==> src/rtl/mask_estimator_if.sv <==
// Handshake bundle for the mask estimator: input pixel triple on the s side,
// the mask result and its status flags on the m side.
interface mask_estimator_if;
  logic       s_valid;
  logic       s_ready;
  logic [7:0] pixel_t;
  logic [7:0] pixel_t1;
  logic [7:0] pixel_blend;
  logic       m_valid;
  logic       m_ready;
  logic [7:0] mask_out;
  logic       degenerate;
  logic       clamped;

  modport slave (
    input  s_valid, pixel_t, pixel_t1, pixel_blend, m_ready,
    output s_ready, m_valid, mask_out, degenerate, clamped
  );

  modport master (
    output s_valid, pixel_t, pixel_t1, pixel_blend, m_ready,
    input  s_ready, m_valid, mask_out, degenerate, clamped
  );
endinterface

==> src/rtl/mask_estimator.sv <==
// Recovers the blend mask from a blended pixel and its two sources with a restoring divider.
// Result valid 2+16/ITER_PER_CYCLE cycles after accept (2 for special cases); held until m_ready.
module mask_estimator #(
  parameter int ITER_PER_CYCLE = 1,
  parameter int ROUND          = 1
) (
  input logic             clk,
  input logic             rst,
  mask_estimator_if.slave bus
);
  localparam int STEPS = 16 / ITER_PER_CYCLE;

  typedef enum logic [1:0] {IDLE, PREP, DIV, DONE} state_t;

  state_t      state, state_nxt;
  logic [7:0]  pt_q, pt1_q, blend_q, den_q;
  logic [8:0]  rem_q, rem_nxt;
  logic [15:0] quo_q, quo_nxt;
  logic [4:0]  cnt_q;
  logic        m_valid_q;
  logic [7:0]  mask_q;
  logic        degen_q, clamp_q;

  logic [7:0]        den_c;
  logic signed [8:0] num_c;
  logic [15:0]       dividend_c;
  logic              special_c;
  logic [7:0]        special_mask_c;
  logic              special_degen_c, special_clamp_c;

  // Orient the pair so den is non-negative; num < 0 or num > den means blend is out of range.
  always_comb begin
    if (pt_q >= pt1_q) begin
      den_c = pt_q - pt1_q;
      num_c = $signed({1'b0, blend_q}) - $signed({1'b0, pt1_q});
    end else begin
      den_c = pt1_q - pt_q;
      num_c = $signed({1'b0, pt1_q}) - $signed({1'b0, blend_q});
    end
    dividend_c = {8'd0, num_c[7:0]} * 16'd255
               + ((ROUND != 0) ? {9'd0, den_c[7:1]} : 16'd0);
    special_c       = 1'b1;
    special_mask_c  = 8'd255;
    special_degen_c = 1'b0;
    special_clamp_c = 1'b0;
    if (den_c == 8'd0) begin
      special_degen_c = 1'b1;
    end else if (num_c[8]) begin
      special_mask_c  = 8'd0;
      special_clamp_c = 1'b1;
    end else if (num_c > $signed({1'b0, den_c})) begin
      special_clamp_c = 1'b1;
    end else if (num_c != $signed({1'b0, den_c})) begin
      special_c = 1'b0;
    end
  end

  always_comb begin
    rem_nxt = rem_q;
    quo_nxt = quo_q;
    for (int i = 0; i < ITER_PER_CYCLE; i++) begin
      rem_nxt = {rem_nxt[7:0], quo_nxt[15]};
      quo_nxt = {quo_nxt[14:0], 1'b0};
      if (rem_nxt >= {1'b0, den_q}) begin
        rem_nxt    = rem_nxt - {1'b0, den_q};
        quo_nxt[0] = 1'b1;
      end
    end
  end

  always_comb begin
    state_nxt = state;
    case (state)
      IDLE:    if (bus.s_valid) state_nxt = PREP;
      PREP:    state_nxt = special_c ? DONE : DIV;
      DIV:     if (cnt_q == 5'd0) state_nxt = DONE;
      DONE:    if (m_valid_q && bus.m_ready) state_nxt = IDLE;
      default: state_nxt = IDLE;
    endcase
  end

  always_ff @(posedge clk) begin
    if (rst) state <= IDLE;
    else     state <= state_nxt;
  end

  always_ff @(posedge clk) begin
    if (rst) begin
      pt_q      <= 8'd0;
      pt1_q     <= 8'd0;
      blend_q   <= 8'd0;
      den_q     <= 8'd0;
      rem_q     <= 9'd0;
      quo_q     <= 16'd0;
      cnt_q     <= 5'd0;
      m_valid_q <= 1'b0;
      mask_q    <= 8'd0;
      degen_q   <= 1'b0;
      clamp_q   <= 1'b0;
    end else begin
      case (state)
        IDLE: begin
          if (bus.s_valid) begin
            pt_q    <= bus.pixel_t;
            pt1_q   <= bus.pixel_t1;
            blend_q <= bus.pixel_blend;
          end
        end
        PREP: begin
          den_q <= den_c;
          rem_q <= 9'd0;
          quo_q <= dividend_c;
          cnt_q <= 5'(STEPS - 1);
          if (special_c) begin
            mask_q  <= special_mask_c;
            degen_q <= special_degen_c;
            clamp_q <= special_clamp_c;
          end
        end
        DIV: begin
          rem_q <= rem_nxt;
          quo_q <= quo_nxt;
          cnt_q <= cnt_q - 5'd1;
          if (cnt_q == 5'd0) begin
            mask_q  <= quo_nxt[7:0];
            degen_q <= 1'b0;
            clamp_q <= 1'b0;
          end
        end
        default: begin
        end
      endcase
      // Valid trails entry into DONE by one cycle so the flags are settled before it is offered.
      m_valid_q <= (state == DONE) && !(m_valid_q && bus.m_ready);
    end
  end

  assign bus.s_ready    = (state == IDLE);
  assign bus.m_valid    = m_valid_q;
  assign bus.mask_out   = mask_q;
  assign bus.degenerate = degen_q;
  assign bus.clamped    = clamp_q;
endmodule

==> src/flat_wrapper.sv <==
// flat-port wrapper written by rule: the top's interface ports become plain ports
module mask_estimator_flat 
#(
  parameter int ITER_PER_CYCLE = 1,
  parameter int ROUND          = 1
)
  (clk, rst, bus_s_valid, bus_pixel_t, bus_pixel_t1, bus_pixel_blend, bus_m_ready, bus_s_ready, bus_m_valid, bus_mask_out, bus_degenerate, bus_clamped);
  mask_estimator_if bus_i ();
  input logic clk;
  input logic rst;
  input wire logic [$bits(bus_i.s_valid)-1:0] bus_s_valid;
  input wire logic [$bits(bus_i.pixel_t)-1:0] bus_pixel_t;
  input wire logic [$bits(bus_i.pixel_t1)-1:0] bus_pixel_t1;
  input wire logic [$bits(bus_i.pixel_blend)-1:0] bus_pixel_blend;
  input wire logic [$bits(bus_i.m_ready)-1:0] bus_m_ready;
  output wire logic [$bits(bus_i.s_ready)-1:0] bus_s_ready;
  output wire logic [$bits(bus_i.m_valid)-1:0] bus_m_valid;
  output wire logic [$bits(bus_i.mask_out)-1:0] bus_mask_out;
  output wire logic [$bits(bus_i.degenerate)-1:0] bus_degenerate;
  output wire logic [$bits(bus_i.clamped)-1:0] bus_clamped;
  assign bus_i.s_valid = bus_s_valid;
  assign bus_i.pixel_t = bus_pixel_t;
  assign bus_i.pixel_t1 = bus_pixel_t1;
  assign bus_i.pixel_blend = bus_pixel_blend;
  assign bus_i.m_ready = bus_m_ready;
  assign bus_s_ready = bus_i.s_ready;
  assign bus_m_valid = bus_i.m_valid;
  assign bus_mask_out = bus_i.mask_out;
  assign bus_degenerate = bus_i.degenerate;
  assign bus_clamped = bus_i.clamped;
  mask_estimator #(.ITER_PER_CYCLE(ITER_PER_CYCLE), .ROUND(ROUND)) u_core (.clk(clk), .rst(rst), .bus(bus_i));
endmodule
==> config.mk <==
export PLATFORM = sky130hd
export DESIGN_NAME = mask_estimator_flat
export DESIGN_NICKNAME = d
export VERILOG_FILES = /design/src/rtl/mask_estimator_if.sv /design/src/rtl/mask_estimator.sv /design/src/flat_wrapper.sv
export SDC_FILE = /design/constraint.sdc
export NUM_CORES = 1
export LEC_CHECK = 0
export ABC_AREA = 1
export CORE_ASPECT_RATIO = 0.8
export CORE_MARGIN = 2
export CORE_UTILIZATION = 55
export CTS_CLUSTER_SIZE = 25
export DETAILED_ROUTE_END_ITERATION = 12
export PLACE_DENSITY = 0.84
export REMOVE_ABC_BUFFERS = 1
export SYNTH_ARGS = -nofsm -noshare
export SYNTH_HDL_FRONTEND = slang
export SYNTH_SLANG_ARGS = --single-unit
export TNS_END_PERCENT = 100
==> constraint.sdc <==
create_clock -name clk -period 12.7 [get_ports clk]
set_input_delay 3.81 -clock clk [delete_from_list [all_inputs] [get_ports clk]]
set_output_delay 3.81 -clock clk [all_outputs]
set_load 0.005 [all_outputs]
; After elaboration in Yosys (flattened, before gate mapping)
; Index checks and enable logic that the tools add are counted.
[totals]
reg_bits = 74
inputBits = 28
out_inout_bits = 12
elab_cells = 71
[classes]
add_sub_neg = 7
multipliers = 1
order_cmp = 3
eq_ne = 8
n_mux = 30
reduce_logical = 10
[op_table]
columns = op, count
row1 = 8-bit 2-to-1 mux, 6
row2 = 16-bit case mux with 2 select lines, 1
row3 = 8-bit case mux with 2 select lines, 2
row4 = 8-bit subtractor, 3
row5 = 8-bit by 8-bit subtractor with 9-bit output, 2
row6 = 16-bit by 7-bit adder with 16-bit output, 1
row7 = 8-bit by 8-bit multiplier with 16-bit output (second input constant), 1
row8 = 1-bit 2-to-1 mux, 13
row9 = 5-bit case mux with 2 select lines, 1
row10 = 9-bit by 8-bit >= comparator with 1-bit output, 1
row11 = 9-bit greater-than comparator, 1
row12 = 9-bit 2-to-1 mux, 1
row13 = 9-bit inequality test, 1
row14 = 8-bit >= comparator, 1
row15 = 8-bit zero test, 1
row16 = 2-bit case mux with 4 select lines, 1
row17 = 2-bit 2-to-1 mux, 3
row18 = 2-bit by 1-bit inequality test with 1-bit output (second input constant), 3
row19 = 3-bit AND reduction, 2
row20 = 5-bit zero test, 1
row21 = 5-bit by 1-bit subtractor with 5-bit output (second input constant), 1
row22 = 2-bit == test (second input constant), 2
row23 = 1-bit case mux with 2 select lines, 2
row24 = 2-bit by 1-bit == test with 1-bit output (second input constant), 1
row25 = 6 further kinds, 7

; Depth between registers and ports, before layout
; Gate-level depths: netlist of run 1.
[logic_depth]
depth_word = 9
mapped_depth = 33
depth_no_buf = 33

; Least setup slack after synthesis of run 1
; No wires, ideal clock.
[synth_timing]
kind = register to register
start = register u_core.pt1_q[1]
end = register u_core.quo_q[13]
setup_ns = 0.132
arrival_time_ns = 5.867
t_required_ns = 12.568
setup_slack_ns = 6.701
stages_incl_launch_ff = 29
path_buffers = 1
period_less_slack_ns = 5.999
path_cell_list = dfxtp_1 > inv_1 > fa_1 > nand3_1 > nand2_1 > nand2_1 > nand3_4 > buf_6 > mux2i_1 > o22ai_1 > xor2_1 > inv_1 > fa_1 > inv_1 > fa_1 > fa_1 > fa_1 > inv_1 > ha_1 > nand3_1 > nand2_1 > nand2_1 > nand2_1 > a21oi_1 > o21ai_0 > a21oi_1 > or2_2 > nand3_1 > a21oi_1
[synth_between]
elab_chain_len = 5
word_cells_on_any_way = 10
classes_between = 5 x add/sub / 1 x mul / 1 x order compare / 3 x mux
[synth_rtl]
columns = item, line_no
row1 = "start, declared", mask_estimator.sv:16  ; logic [7:0] pt_q, pt1_q, blend_q, den_q;
row2 = "start signal, assigned", mask_estimator.sv:105  ; pt1_q <= bus.pixel_t1;
row3 = "8-bit by 8-bit subtractor with 9-bit output, or another cell as far along", mask_estimator.sv:38  ; num_c = $signed({1'b0, pt1_q}) - $signed({1'b0, blend_q});
row4 = 9-bit 2-to-1 mux, mask_estimator.sv:33  ; if (pt_q >= pt1_q) begin
row5 = 8-bit by 8-bit multiplier with 16-bit output, mask_estimator.sv:40  ; dividend_c = {8'd0, num_c[7:0]} * 16'd255
row6 = 16-bit by 7-bit adder with 16-bit output (*), mask_estimator.sv:41  ; + ((ROUND != 0) ? {9'd0, den_c[7:1]} : 16'd0);
row7 = 16-bit case mux with 2 select lines (*), mask_estimator.sv:101  ; case (state)
row8 = "end signal, assigned", mask_estimator.sv:112  ; quo_q <= dividend_c;
row9 = "end signal, assigned", mask_estimator.sv:122  ; quo_q <= quo_nxt;
row10 = "end, declared", mask_estimator.sv:18  ; logic [15:0] quo_q, quo_nxt;
; Mark *: on every way between the ends. The rest lies on a longest branch, timed or not.
; A chain may end at the register's enable or synchronous reset.

; Final worst setup path of run 1
; Ends and elaborated chain as after synthesis.

==> metrics.md, run 1 <==
| Metric | Value |
|---|---|
| Yosys warns | `0` |
| Final Skew | `around 0.007 ns` |
| Most frequent cells in the layout | `223 x nand2_1, 190 x inv_1, 95 x ha_1, 91 x a21oi_1, 74 x dfxtp_1` |
| Seq cells post-synth | `74` |
| Main synth FF type | `dfxtp_1` |
| CP bufs+invs | `4` |
| Fill cell count | `1103` |
| Fin. max-slew vios | `0` |
| Pin count of the biggest net entering global routing | `48` |
| RR Startpoint | `u_core.pt1_q[1]$_SDFFE_PP0P_` |
| Vias/cell | `about 5.2` |
| Final setup margin | `about 6 ns` |
| Post-synth cell types | `43` |
| Final period utilization | `0.5160` |
| Setup Crit Path Kind | `register to register` |
| RSZ-0062 raised after global routing | `no` |
| Design Area, Final | `7921 um2` |
| Initial antenna violation count | `0` |
| Setup TNS | `0 ns` |
| Routed vias | `6259` |
| Initial DRC count | `427` |
| HPWL after DPL | `12660 um` |
| Dpl cell area | `7594 um2` |
| Drt drc | `0` |
| Max Freq | `152.6 MHz` |
| Min-delay src | `u_core.cnt_q[0]$_SDFFE_PP0P_` |
| Layout Nets | `1179` |
| Final setup fails | `0` |
| CP startpoint | `u_core.pt1_q[1]$_SDFFE_PP0P_` |
| Number of global-route vias before repair | `5962` |
| Htree depth | `3` |
| Worst EP required | `12.92 ns` |
| Worst-Margin Slew | `about 0.66 ns` |
| Clock latency at the later pin of the worst-skew pair | `0.34 ns` |
| First-pass GRT wire length | `27790 um` |
| Place WS | `between 6 and 7 ns` |
| Fin crit period | `6.553 ns` |
| Initial Utilization | `0.5568` |
| N_diodes | `0` |
| Post-Syn Area | `7063 um2` |
| Slowest Stage Delay on Critical Path | `approximately 0.55 ns` |
| Synth Area per Inst | `between 7 and 8 um2` |
| Layout area overhead | `12.15%` |
| CTS Buffer Depth | `2` |
| Gpl congestion | `0.9540` |
| Startpoint Class | `register` |
| Critical path's slowest cell | `fa_1` |
| Final hold vios | `0` |
| Clk sinks | `74` |
| CTS Buf Count | `9` |
| Layout cells sized above 1 | `0.05469` |
| Post-synth EDFFs | `0` |
| Core footprint | `12680 um2` |
| Seq/Total Area, Yosys | `0.2097` |
| Most common cell after layout, fill and taps aside | `nand2_1` |
| Worst min-delay path category | `register to register` |
| # Post-CTS Setup Buffers | `0` |
| Worst Setup End Kind | `register` |
| CTS root buf | `clkbuf_16` |
| Die X | `130.7 um` |
| Critical Path AT | `6.77 ns` |
| Relative slew slack | `0.5615` |
| Gr usage total | `0.2532` |
| CTS resizes | `0` |
| Total gr overflow | `0` |
| Crit Path Max Fanout | `18` |
| Routed wire length | `16190 um` |
| Synth Instances | `992` |
| Drt wl/cell | `13.50 um` |
| Crit path max-delay family | `adder cells` |
| Die extent in y | `about 110 um` |
| Status | `finished, final reports clean` |
| CTS tree | `built` |
| # port buffers | `39` |
| Hold-fix buffers, CTS | `0` |
| Max-cap violations | `0` |
| Row count | `37` |
| Drt pass-1 iters | `6` |
| Antenna-violating nets left | `0` |
| Async SR Flop Fraction | `0` |
| Die ar. | `13770 um2` |
| # IOs | `40` |
| Clock Pin Slew Worst Setup and Hold Paths | `0.06 ns` |
synth_stat cells, types with 3 or more instances:
cell type,instances,area (um2)
o21bai_1,3,22.52
nand4_1,10,62.56
buf_2,3,15.01
dfxtp_1,74,1481
ha_1,95,1189
nand2_2,13,81.33
nor2_1,50,187.7
o21ai_0,57,285.3
a21oi_1,91,455.4
xor2_1,19,166.4
a31oi_1,14,87.58
nand2_1,223,837.1
xnor2_1,8,70.07
nand3_1,31,155.2
fa_1,36,720.7
nor2_4,6,67.56
clkbuf_1,23,86.33
a21o_1,3,22.52
inv_1,190,713.2
o211ai_1,8,60.06
or2_2,3,18.77
inv_2,3,11.26
per-layer routing:
metal | routed length [um] | up-vias | GRT usage
met3 | 1012 | 29 | 0.06548
met1 | 7859 | 2865 | 0.3529
met2 | 7010 | 170 | 0.3869
met4 | 309 | 0 | 0.07295
li1 | - | 3195 | -
met5 | 0 | - | 0
path summary, 6_finish.rpt:
path / depth (start not counted) / slack (ns) / endpoint
max: 27 / 6.15 / u_core.quo_q[13]$_SDFFE_PP0P_
min: 1 / 0.48 / u_core.cnt_q[0]$_SDFFE_PP0P_
max reg2reg: 27 / 6.15 / u_core.quo_q[13]$_SDFFE_PP0P_
min reg2reg: 1 / 0.48 / u_core.cnt_q[0]$_SDFFE_PP0P_
flip-flops by register name, summed over array words and instances (netlist names):
name and count:
u_core.quo_q 16, u_core.bus.mask_out 8, u_core.bus.m_valid 1, u_core.blend_q 8, u_core.state 2, u_core.rem_q 8
u_core.pt_q 8, u_core.bus.degenerate 1, u_core.bus.clamped 1, u_core.cnt_q 5, u_core.den_q 8, u_core.pt1_q 8
final cells by class:
class	instances	area (um2)	share of cell area
multi-input combinational	696	4727	0.5967
sequential	74	1481	0.1870
inverter	194	730.7	0.09224
timing repair buffer	45	435.4	0.05497
clock buffer	11	252.7	0.03191
tap	175	219.0	0.02764
clock inverter	4	75.07	0.009477
kinds of logic after synthesis:
| group | count (synthesis) | synth area share |
|---|---|---|
| AOI/OAI and AO/OA | 186 | 0.1442 |
| xor gates and xnor gates | 27 | 0.03348 |
| adders and majority gates | 131 | 0.2703 |
| muxes | 1 | 0.001417 |
| DFF | 74 | 0.2097 |
| and+or+nand+nor | 351 | 0.2198 |
| buffers and inverters | 222 | 0.1210 |
worst register-to-register path: stages, from the launching register on:
cell and delay, ns:
dfxtp_1 0.41, inv_1 0.18, fa_1 0.51, nand3_1 0.15
nand2_1 0.09, nand2_1 0.11, nand3_4 0.20, mux2i_1 0.30
o22ai_1 0.12, xor2_1 0.31, inv_1 0.23, fa_1 0.54
inv_1 0.06, fa_1 0.53, fa_1 0.45, fa_1 0.55
inv_1 0.04, ha_1 0.36, nand3_1 0.13, nand2_1 0.11
nand2_1 0.07, nand2_1 0.06, a21oi_1 0.08, o21ai_0 0.29
a21oi_1 0.13, or2_2 0.28, nand3_1 0.07, a21oi_1 0.05
stage by stage:
stage / util / hold WS, ns / instances
6_report: 0.6245 / 0.4758 / 1199
3_5_place_dp: 0.5986 / 0.4537 / 1184
2_1_floorplan: - / 0.4260 / 964
5_1_grt: 0.6245 / 0.4867 / 1199
4_1_cts: 0.6245 / 0.4704 / 1199
3_3_place_gp: 0.5986 / 0.4331 / 1184
Power of run 1 is not shown: default switching activity piles up to over one toggle a cycle in this logic, so the estimate is an artifact.
==> inputs of run 2 (changes only) <==
- PLACE_DENSITY: 0.84 -> 0.87
- clock period: 12.7 -> 5.7 ns (I/O delays scaled with it)
==> run 2 against run 1 <==
Count of clock-buffer cells in the layout decreased by 2; non-clock buffer count increased by 61; fmax increased by 15%.
==> metrics.md, run 2 (synthesis results as in run 1) <==
| Metric | Value |
|---|---|
| CTS Buf Count | `9` |
| # IOs | `40` |
| Most frequent cells in the layout | `213 x nand2_1, 175 x inv_1, 83 x ha_1, 80 x a21oi_1, 72 x dfxtp_1` |
| Final hold vios | `0` |
| Final period utilization | `0.9972` |
| Critical path's slowest cell | `fa_1` |
| RR Startpoint | `u_core.pt_q[0]$_SDFFE_PP0P_` |
| Reg-to-reg endpoint | `u_core.quo_q[13]$_SDFFE_PP0P_` |
| Status | `finished, final reports clean` |
| R2R cell count | `29` |
| Die X | `130.7 um` |
| Initial antenna violation count | `0` |
| Row count | `37` |
| Core footprint | `12680 um2` |
| Min-delay src | `u_core.bus.degenerate$_SDFFE_PP0P_` |
| HPWL after DPL | `13090 um` |
| Clock Pin Slew Worst Setup and Hold Paths | `0.06 ns` |
| Routed vias | `6864` |
| Gpl congestion | `0.9356` |
| Die ar. | `~14000 um2` |
| Final hold slack | `roughly 0.48 ns` |
| Clock latency at the later pin of the worst-skew pair | `roughly 0.35 ns` |
| Routed wire length | `19380 um` |
| Initial DRC count | `587` |
| Most common cell after layout, fill and taps aside | `nand2_1` |
| Startpoint Class | `register` |
| Total gr overflow | `0` |
| Setup Crit Path Kind | `register to register` |
| Worst-Margin Slew | `~0.7 ns` |
| Fin. max-slew vios | `0` |
| First-pass GRT wire length | `29050 um` |
| Final setup fails | `0` |
| Vias/cell | `5.448` |
| Hold-fix buffers, CTS | `0` |
| Crit Path Max Fanout | `6` |
| Drt drc | `0` |
| Layout Nets | `roughly 1200` |
| Worst Setup End Kind | `register` |
| Worst EP required | `roughly 6.0 ns` |
| WHS Path Cells | `2` |
| Layout cells sized above 1 | `0.1816` |
| Worst min-delay path category | `register to register` |
| Max Freq | `175.9 MHz` |
| Max FFs per register | `16` |
| CP bufs+invs | `6` |
| CTS tree | `built` |
| Place WS | `-0.1705 ns` |
| Final cell count without fillers | `1260` |
| Final setup margin | `roughly 0.016 ns` |
| Max-cap violations | `0` |
| Antenna-violating nets left | `0` |
| Drt wl/cell | `approximately 15 um` |
| CTS root buf | `clkbuf_16` |
| Relative slew slack | `0.5271` |
| N_diodes | `0` |
| RSZ-0062 raised after global routing | `yes` |
| CTS Buffer Depth | `2` |
| Slowest Stage Delay on Critical Path | `roughly 0.52 ns` |
| Drt pass-1 iters | `5` |
| Initial Utilization | `0.5568` |
| Layout area overhead | `23.95%` |
| Top reg by flops | `u_core.quo_q` |
| Clk sinks | `74` |
| Pin count of the biggest net entering global routing | `42` |
| Fin crit period | `5.684 ns` |
| Cell mode on critical path | `nand2_2` |
| Fill cell count | `935` |
| Crit path max-delay family | `adder cells` |
| Die extent in y | `105.4 um` |
| Worst Hold Path EP | `u_core.bus.degenerate$_SDFFE_PP0P_` |
| Flop-to-flop setup slack | `0.02 ns` |
| # placed instances | `between 1000 and 1500` |
| Final Skew | `0.009556 ns` |
| Htree depth | `3` |
| Gr usage total | `0.2621` |
| # port buffers | `39` |
| Number of global-route vias before repair | `around 6300` |
| Critical Path AT | `approximately 6.0 ns` |
-- run 2: cell types whose count changed in the layout (fill, tap and decap cells not counted), sizes merged --
cell | before | now
clkbuf | 11 | 9
buf | 6 | 67
clkinvlp | 2 | 3
bufinv | 2 | 0
clkinv | 0 | 3
-- run 2: cell type report --
class,instances,area (um2),share of cell area
multi-input combinational,696,5139,0.5870
tap,175,219.0,0.02501
sequential,74,1484,0.1695
inverter,194,730.7,0.08346
clock buffer,9,225.2,0.02573
clock inverter,6,45.04,0.005145
timing repair buffer,106,912.1,0.1042
-- run 2: tightest hold or removal path, stage by stage (launching register included) --
cell and delay [ns]:
dfxtp_1 0.32, nand2_2 0.07, a21oi_2 0.04
-- run 2: per-stage QoR --
stage / cell area, um2 / TNS, ns / util
after floorplan: 6939 / -0.4222 / -
after global routing: 8755 / -1.227 / 0.6902
after detailed placement: 7939 / -0.5909 / 0.6259
after CTS: 8307 / 0 / 0.6549
after global placement: 7939 / 0 / 0.6259
final: 8755 / 0 / 0.6902
-- run 2: layer usage --
| metal | track usage | wire [um] | vias up |
|---|---|---|---|
| li1 | - | - | 3311 |
| met1 | 0.3581 | 8142 | 3194 |
| met2 | 0.4278 | 9198 | 283 |
| met3 | 0.04162 | 1330 | 76 |
| met4 | 0.07599 | 709 | 0 |
| met5 | 0 | 0 | - |
-- run 2: how the worst max path moves through the flow --
| stage | from | slack [ns] | end | cells past startpoint |
|---|---|---|---|---|
| after global routing | u_core.pt1_q[0]$_SDFFE_PP0P_ | -0.25 | u_core.quo_q[13]$_SDFFE_PP0P_ | 28 |
| final | u_core.pt_q[0]$_SDFFE_PP0P_ | 0.02 | u_core.quo_q[13]$_SDFFE_PP0P_ | 29 |
| after detailed placement | u_core.pt_q[0]$_SDFFE_PP0P_ | -0.17 | u_core.quo_q[13]$_SDFFE_PP0P_ | 32 |
| after floorplan | u_core.pt1_q[1]$_SDFFE_PP0P_ | -0.24 | u_core.quo_q[13]$_SDFFE_PP0P_ | 28 |
| after global placement | u_core.pt_q[0]$_SDFFE_PP0P_ | 0.05 | u_core.quo_q[13]$_SDFFE_PP0P_ | 29 |
| after CTS | u_core.pt1_q[2]$_SDFFE_PP0P_ | 0.005 | u_core.quo_q[13]$_SDFFE_PP0P_ | 28 |
-- run 2: what timing repair did --
item,CTS,global route
pin swaps,8,52
setup endpoints to repair,7,8
gates cloned,0,0
resized for setup,19,87
buffers inserted,3,12
Power of run 2 is left out for the same reason.
